File: src/rtl/axi_bridge_pkg.sv
// Shared constants, tracker entry type and width helpers for axi_bridge_mp.
// No ports: package only.
package axi_bridge_pkg;

    localparam logic [1:0]  BURST_INCR = 2'b01;
    localparam logic [3:0]  LEN_SINGLE = 4'd0;
    localparam int unsigned WR_ID      = 0;

    localparam int unsigned ADDR_W    = 32;
    localparam int unsigned WADDR_W   = 30;   // word address addr[31:2]
    localparam int unsigned MST_IDX_W = 8;    // room for up to 256 masters

    // One in-flight write: word address for hazard compare, owner for B steering
    typedef struct packed {
        logic [WADDR_W-1:0]   addr;
        logic [MST_IDX_W-1:0] master;
    } wr_entry_t;

    // Counter width able to hold 0..n
    function automatic int unsigned cnt_w(input int unsigned n);
        return $clog2(n + 1);
    endfunction

    // Index width for n items, at least one bit
    function automatic int unsigned idx_w(input int unsigned n);
        return (n > 1) ? $clog2(n) : 1;
    endfunction

endpackage

File: src/rtl/axi_wr_tracker.sv
// In-order FIFO of in-flight writes with a parallel address compare per probe.
// Ports: clk/resetn; push+entry appends, pop drops head; probe[] word addresses
// return hit[] when any live entry matches (a popping head is ignored);
// full when every slot is live; head is the oldest entry.
module axi_wr_tracker
    import axi_bridge_pkg::*;
#(
    parameter int unsigned DEPTH   = 4,
    parameter int unsigned N_PROBE = 2
) (
    input  logic                              clk,
    input  logic                              resetn,
    input  logic                              push,
    input  logic                              pop,
    input  wr_entry_t                         entry,
    input  logic [N_PROBE-1:0][WADDR_W-1:0]   probe,
    output logic                              full,
    output logic [N_PROBE-1:0]                hit,
    output wr_entry_t                         head
);

    localparam int unsigned PTR_W = idx_w(DEPTH);

    wr_entry_t        mem [DEPTH];
    logic [DEPTH-1:0] vld;
    logic [PTR_W-1:0] wr_ptr;
    logic [PTR_W-1:0] rd_ptr;

    function automatic logic [PTR_W-1:0] ptr_inc(input logic [PTR_W-1:0] p);
        return (p == PTR_W'(DEPTH - 1)) ? '0 : p + PTR_W'(1);
    endfunction

    // Storage and pointers; a same-slot pop+push (full) leaves the slot live
    always_ff @(posedge clk or negedge resetn) begin
        if (!resetn) begin
            wr_ptr <= '0;
            rd_ptr <= '0;
            vld    <= '0;
            for (int j = 0; j < int'(DEPTH); j++) mem[j] <= '0;
        end else begin
            if (pop) begin
                vld[rd_ptr] <= 1'b0;
                rd_ptr      <= ptr_inc(rd_ptr);
            end
            if (push) begin
                mem[wr_ptr] <= entry;
                vld[wr_ptr] <= 1'b1;
                wr_ptr      <= ptr_inc(wr_ptr);
            end
        end
    end

    // Parallel compare of every probe against every live entry
    always_comb begin
        hit = '0;
        for (int p = 0; p < int'(N_PROBE); p++) begin
            for (int j = 0; j < int'(DEPTH); j++) begin
                if (vld[j] && (mem[j].addr == probe[p]) &&
                    !(pop && (rd_ptr == PTR_W'(j)))) begin
                    hit[p] = 1'b1;
                end
            end
        end
    end

    assign full = &vld;
    assign head = mem[rd_ptr];

endmodule

File: src/rtl/axi_bridge_mp.sv
// N-master SRAM-like to AXI3 bridge with round-robin arbitration, per-master
// read limits and a write tracker that blocks read-after-write hazards.
// Ports: clk/resetn; m_* packed per-master request/response vectors;
// ar*/r*/aw*/w*/b* single-beat AXI3 master channels.
module axi_bridge_mp
    import axi_bridge_pkg::*;
#(
    parameter int unsigned N_MST          = 2,
    parameter int unsigned RD_OUTSTANDING = 4,
    parameter int unsigned WR_DEPTH       = 4,
    parameter int unsigned DATA_W         = 32,
    parameter int unsigned ID_W           = 4
) (
    input  logic                         clk,
    input  logic                         resetn,
    input  logic [N_MST-1:0]             m_req,
    input  logic [N_MST-1:0]             m_wr,
    input  logic [2*N_MST-1:0]           m_size,
    input  logic [32*N_MST-1:0]          m_addr,
    input  logic [(DATA_W/8)*N_MST-1:0]  m_wstrb,
    input  logic [DATA_W*N_MST-1:0]      m_wdata,
    output logic [N_MST-1:0]             m_addr_ok,
    output logic [N_MST-1:0]             m_data_ok,
    output logic [DATA_W-1:0]            m_rdata,
    output logic [ID_W-1:0]              arid,
    output logic [31:0]                  araddr,
    output logic [3:0]                   arlen,
    output logic [2:0]                   arsize,
    output logic [1:0]                   arburst,
    output logic [1:0]                   arlock,
    output logic [3:0]                   arcache,
    output logic [2:0]                   arprot,
    output logic                         arvalid,
    input  logic                         arready,
    input  logic [ID_W-1:0]              rid,
    input  logic [DATA_W-1:0]            rdata,
    input  logic [1:0]                   rresp,
    input  logic                         rlast,
    input  logic                         rvalid,
    output logic                         rready,
    output logic [ID_W-1:0]              awid,
    output logic [31:0]                  awaddr,
    output logic [3:0]                   awlen,
    output logic [2:0]                   awsize,
    output logic [1:0]                   awburst,
    output logic [1:0]                   awlock,
    output logic [3:0]                   awcache,
    output logic [2:0]                   awprot,
    output logic                         awvalid,
    input  logic                         awready,
    output logic [ID_W-1:0]              wid,
    output logic [DATA_W-1:0]            wdata,
    output logic [DATA_W/8-1:0]          wstrb,
    output logic                         wlast,
    output logic                         wvalid,
    input  logic                         wready,
    input  logic [ID_W-1:0]              bid,
    input  logic [1:0]                   bresp,
    input  logic                         bvalid,
    output logic                         bready
);

    localparam int unsigned CNT_W  = cnt_w(RD_OUTSTANDING);
    localparam int unsigned MST_W  = idx_w(N_MST);
    localparam int unsigned STRB_W = DATA_W / 8;

    logic [CNT_W-1:0]          rd_cnt [N_MST];
    logic [MST_W-1:0]          rr_ptr;
    logic [N_MST-1:0]          elig;
    logic [N_MST-1:0]          r_ret;
    logic [N_MST-1:0]          trk_hit;
    logic [N_MST-1:0][WADDR_W-1:0] probe;
    logic                      ar_free, aw_free, w_free, b_pop, trk_full;
    logic                      gnt_vld, gnt_wr;
    logic [MST_W-1:0]          gnt_idx;
    logic [31:0]               gnt_addr;
    logic [1:0]                gnt_size;
    logic [DATA_W-1:0]         gnt_wdata;
    logic [STRB_W-1:0]         gnt_wstrb;
    wr_entry_t                 trk_head;
    logic                      unused_ok;

    assign ar_free = ~arvalid | arready;
    assign aw_free = ~awvalid | awready;
    assign w_free  = ~wvalid | wready;
    assign b_pop   = bvalid & bready;
    // R owns data_ok of its master this cycle; a B for the same master waits
    assign bready  = ~(rvalid & (rid == ID_W'(trk_head.master)));
    assign rready  = 1'b1;
    assign m_rdata = rdata;

    // Per-master eligibility; an R return this cycle frees a read slot at once
    always_comb begin
        r_ret = '0;
        elig  = '0;
        probe = '0;
        for (int i = 0; i < int'(N_MST); i++) begin
            probe[i] = m_addr[i*32+2 +: WADDR_W];
            r_ret[i] = rvalid & (rid == ID_W'(i));
            if (m_wr[i])
                elig[i] = m_req[i] & aw_free & w_free & (~trk_full | b_pop);
            else
                elig[i] = m_req[i] & ar_free & ~trk_hit[i] &
                          ((rd_cnt[i] < CNT_W'(RD_OUTSTANDING)) | r_ret[i]);
        end
    end

    // Round-robin: first eligible master at or after rr_ptr wins
    always_comb begin
        gnt_vld = 1'b0;
        gnt_idx = '0;
        for (int k = 0; k < int'(N_MST); k++) begin
            if (!gnt_vld && elig[(int'(rr_ptr) + k) % int'(N_MST)]) begin
                gnt_vld = 1'b1;
                gnt_idx = MST_W'((int'(rr_ptr) + k) % int'(N_MST));
            end
        end
    end

    // Grant decode and payload mux
    always_comb begin
        m_addr_ok = '0;
        m_data_ok = '0;
        gnt_wr    = 1'b0;
        gnt_addr  = '0;
        gnt_size  = '0;
        gnt_wdata = '0;
        gnt_wstrb = '0;
        for (int i = 0; i < int'(N_MST); i++) begin
            m_addr_ok[i] = gnt_vld & (gnt_idx == MST_W'(i));
            m_data_ok[i] = r_ret[i] | (b_pop & (trk_head.master == MST_IDX_W'(i)));
            if (m_addr_ok[i]) begin
                gnt_wr    = m_wr[i];
                gnt_addr  = m_addr[i*32 +: 32];
                gnt_size  = m_size[i*2 +: 2];
                gnt_wdata = m_wdata[i*DATA_W +: DATA_W];
                gnt_wstrb = m_wstrb[i*STRB_W +: STRB_W];
            end
        end
    end

    // Arbiter pointer and per-master outstanding-read counters
    always_ff @(posedge clk or negedge resetn) begin
        if (!resetn) begin
            rr_ptr <= '0;
            for (int i = 0; i < int'(N_MST); i++) rd_cnt[i] <= '0;
        end else begin
            if (gnt_vld)
                rr_ptr <= (gnt_idx == MST_W'(N_MST - 1)) ? '0 : gnt_idx + MST_W'(1);
            for (int i = 0; i < int'(N_MST); i++) begin
                case ({m_addr_ok[i] & ~m_wr[i], r_ret[i]})
                    2'b10:   rd_cnt[i] <= rd_cnt[i] + CNT_W'(1);
                    2'b01:   rd_cnt[i] <= rd_cnt[i] - CNT_W'(1);
                    default: rd_cnt[i] <= rd_cnt[i];
                endcase
            end
        end
    end

    // AR, AW and W slots
    always_ff @(posedge clk or negedge resetn) begin
        if (!resetn) begin
            arvalid <= 1'b0;
            arid    <= '0;
            araddr  <= '0;
            arsize  <= '0;
            awvalid <= 1'b0;
            awaddr  <= '0;
            awsize  <= '0;
            wvalid  <= 1'b0;
            wdata   <= '0;
            wstrb   <= '0;
        end else begin
            if (gnt_vld && !gnt_wr) begin
                arvalid <= 1'b1;
                arid    <= ID_W'(gnt_idx);
                araddr  <= gnt_addr;
                arsize  <= {1'b0, gnt_size};
            end else if (arready) begin
                arvalid <= 1'b0;
            end
            if (gnt_vld && gnt_wr) begin
                awvalid <= 1'b1;
                awaddr  <= gnt_addr;
                awsize  <= {1'b0, gnt_size};
                wvalid  <= 1'b1;
                wdata   <= gnt_wdata;
                wstrb   <= gnt_wstrb;
            end else begin
                if (awready) awvalid <= 1'b0;
                if (wready)  wvalid  <= 1'b0;
            end
        end
    end

    axi_wr_tracker #(
        .DEPTH   (WR_DEPTH),
        .N_PROBE (N_MST)
    ) u_wr_tracker (
        .clk    (clk),
        .resetn (resetn),
        .push   (gnt_vld & gnt_wr),
        .pop    (b_pop),
        .entry  ({gnt_addr[31:2], MST_IDX_W'(gnt_idx)}),
        .probe  (probe),
        .full   (trk_full),
        .hit    (trk_hit),
        .head   (trk_head)
    );

    assign arlen   = LEN_SINGLE;
    assign arburst = BURST_INCR;
    assign arlock  = '0;
    assign arcache = '0;
    assign arprot  = '0;
    assign awid    = ID_W'(WR_ID);
    assign awlen   = LEN_SINGLE;
    assign awburst = BURST_INCR;
    assign awlock  = '0;
    assign awcache = '0;
    assign awprot  = '0;
    assign wid     = ID_W'(WR_ID);
    assign wlast   = 1'b1;

    // Response status and low address bits carry no meaning here
    assign unused_ok = ^{rresp, rlast, bid, bresp, gnt_addr[1:0]};

endmodule

File: config.mk
export PLATFORM = sky130hd
export DESIGN_NAME = axi_bridge_mp
export DESIGN_NICKNAME = d
export VERILOG_FILES = /design/src/rtl/axi_bridge_pkg.sv /design/src/rtl/axi_wr_tracker.sv /design/src/rtl/axi_bridge_mp.sv
export SDC_FILE = /design/constraint.sdc
export NUM_CORES = 1
export LEC_CHECK = 0
export BUFFER_PORTS_ARGS = -buffer_cell sky130_fd_sc_hd__buf_2
export CORE_UTILIZATION = 40
export DETAILED_ROUTE_END_ITERATION = 6
export SYNTH_ARGS = -nofsm -noshare
export SYNTH_HDL_FRONTEND = slang
export SYNTH_SLANG_ARGS = --single-unit
File: constraint.sdc
create_clock -name clk -period 5.3 [get_ports clk]
set_input_delay 1.325 -clock clk [delete_from_list [all_inputs] [get_ports clk]]
set_output_delay 1.325 -clock clk [all_outputs]
set_load 0.01 [all_outputs]
==> qor.txt <==
Root Driver - clkbuf_16
Period utilization - 93.6%
R2R Path Start - u_wr_tracker.rd_ptr[0]
Largest net degree at the start of global routing - 118
Ys async rst share - 100%
Kind of critical path - primary input to output port
Die Y - 190 um
Remaining routing DRC violations - 0
Crit path capture type - output port
YS warnings - 0
Number of global-route vias before repair - 9419
Mapped cell area - 14100 um2
Core area - 34600 um2
Clock latency at the later pin of the worst-skew pair - 0.56 ns
Setup bufs post-CTS - 0
Power Density - 561 nW/um2
Fin crit period - 4.96 ns
Synth Flop Type - dfrtp_1
GRT Overall Usage - 22.3%
Post-CTS sizing - 0
Hold crit path type - flip-flop to flip-flop
Run status - completed
P_leak - 8.33 nW
Peak VDD IR - 0.284 mV
Nets - 1590
Slew HR - 35.6%
Syn_area_per_cell - 11.7 um2
Setup TNS - 0 ns
Post-synthesis cell count - 1204
Most frequent cells in the layout - 266 x buf_2, 247 x dfrtp_1, 203 x xor2_1, 84 x mux2_4, 82 x mux2_2
Cell Count, Final, Fillers Out - 1856
Initial core utilization - 40.7%
Detailed placement HPWL - 29900 um
Initial antenna violation count - 2
Slowest-stage cell, CP - nor4_1
Num CTS Buffers - 29
Drt wl/cell - 21.7 um
Fraction of layout cells with a size suffix above 1 - 36.6%
Worst Path Required - 3.97 ns
Sequential cell area fraction in the yosys report - 43.9%
Max Fanout on Critical Path - 5
# rows - 68
Max Transition Viols Final - 0
Design Area, Final - 16300 um2
Dpl cells - 1806
Full die area - 36000 um2
RSZ-0062 raised after global routing - false
Sink Count - 247
Met1 global-route usage - 30.9%
Dpl cell area - 15300 um2
First-pass GRT wire length - 59800 um
Min-delay src - rd_cnt[5]
I/O pin total - 386
CP bufs+invs - 2
Worst EP arrival - 3.64 ns
#FFs+latches synth - 247
Vias per std cell - 5.18
Hold Vio Cnt, Final - 0
Most common cell after layout, fill and taps aside - buf_2
Crit path from - m_addr[10]
Clk slew on worst S/H paths - 0.05 ns
TritonCTS clock tree - done
Critical Path Max Stage Delay - 0.55 ns
Startpoint Class - primary input
Maximum clock insertion buffer count - 3
H-tree depth - 1
Cell chain of the critical path - buf_2, xor2_1, nor4_1, nand4_1, nor4_1, a32o_1, o21ai_1, a21oi_4, buf_2
Endpoints failing setup - 0
Die extent in x - 190 um
Vias - 9607
# fillers - 3200
Post-Route Skew - 0.0237 ns
Post-synth top area share - 43.9%
Grt peak-use layer - met2
Grt ovf - 0
Initial DRC Count - 638
M3 GR Usage - 3.80%
Storage element area - 6180 um2
Number of synthesized flops with an enable pin - 0
Synthesis-to-finish area growth - 15.6%
Synth top area cells - dfrtp_1 44%, xor2_1 13%, mux2_4 9.0%
Cell variety after synth - 50
Max-Cap Viols - 0
CTS Hold Bufs - 0
Multi-input logic area - 6870 um2
M2 GR Usage - 35.6%
Final wirelength - 40400 um
Hold WS - 0.461 ns
Drt first pass iters - 5
GP Congestion - 0.944
Detail Route Antenna Nets - 0
Cell taking the most area after synthesis - dfrtp_1
Crit path max-delay family - simple AND/OR/NAND/NOR gates
Worst slew pin tran - 0.966 ns
Fmax - 202 MHz
Port bufs - 267
[sequential cells by signal, indices dropped and copies added (netlist names)]
| signal | count |
|---|---|
| araddr | 32 |
| arid | 1 |
| arsize | 2 |
| arvalid | 1 |
| awaddr | 32 |
| awsize | 2 |
| awvalid | 1 |
| rd_cnt | 6 |
| rr_ptr | 1 |
| u_wr_tracker.mem | 124 |
| u_wr_tracker.rd_ptr | 2 |
| u_wr_tracker.vld | 4 |
| u_wr_tracker.wr_ptr | 2 |
| wdata | 32 |
| wstrb | 4 |
| wvalid | 1 |
[synthesized netlist by cell type (16+ instances only)]
library cell  instances
dfrtp_1             247
xor2_1              203
mux2_4               84
mux2_2               82
buf_4                79
clkbuf_1             67
nand2_1              56
nor4_1               53
xnor2_1              43
o21ai_1              41
a22oi_1              36
a22o_1               34
mux2_1               25
buf_2                22
nand4_1              21
inv_1                20
buf_6                16
[power breakdown]
part / total (mW) / switching [mW] / internal [mW]
Sequential: 3.42 / 0.688 / 2.73
Combinational: 3.66 / 1.91 / 1.75
Clock: 2.05 / 0.792 / 1.26
Total: 9.13 / 3.39 / 5.75
[worst register-to-register path, stage by stage, from the launching register on]
cell       delay [ns]
dfrtp_1          0.43
mux4_2           0.61
xnor2_2          0.20
a21oi_2          0.46
a2111oi_0        0.22
a311oi_1         0.49
a32oi_1          0.13
buf_4            0.19
a21oi_4          0.11
buf_4            0.24
nand2b_1         0.11
ha_1             0.23
fa_1             0.39
xnor2_1          0.16
nor2_1           0.06
xor2_1           0.14
[cells by family after synthesis]
kind of cell               share of synthesized area [%]
xor gates and xnor gates                            15.4
DFF                                                 43.9
buffers and inverters                               8.62
muxes                                               17.7
and+or+nand+nor                                     5.99
AOI/OAI and AO/OA                                   7.15
adders and majority gates                           1.17
other                                             0.0533
[stage by stage]
stage	util (%)	setup slack, ns	power [mW]
finish	47.0	0.338	9.13
global route	47.0	0.160	9.65
CTS	47.0	0.352	9.18
detailed placement	44.2	0.349	7.08
global placement	44.2	0.362	7.01
floorplan	-	0.442	5.78
[layout make-up]
type                            instances  area share, %
Clock inverter                          6          0.668
Multi-Input combinational cell        795           42.2
Inverter                               20          0.461
Antenna cell                            1         0.0154
Timing Repair Buffer                  289           9.89
Sequential cell                       247           37.9
Tap cell                              455           3.50
Clock buffer                           43           5.33
[routing by layer]
metal	part of all wire (%)	vias up
li1	-	4370
met1	45	4849
met2	46	332
met3	5.7	56
met4	2.7	0
met5	0	-
[final timing paths]
path	slack, ns	end	depth (start not counted)
worst max-delay path	0.34	m_addr_ok[1]	9
worst min-delay path	0.46	rd_cnt[5]	1
worst max register to register	1.01	rd_cnt[2]	15
worst min register to register	0.46	rd_cnt[5]	1
max in group asynchronous	3.57	u_wr_tracker.mem[68]	2
min in group asynchronous	0.82	araddr[17]	1
Power figures use the tool's default switching activity.
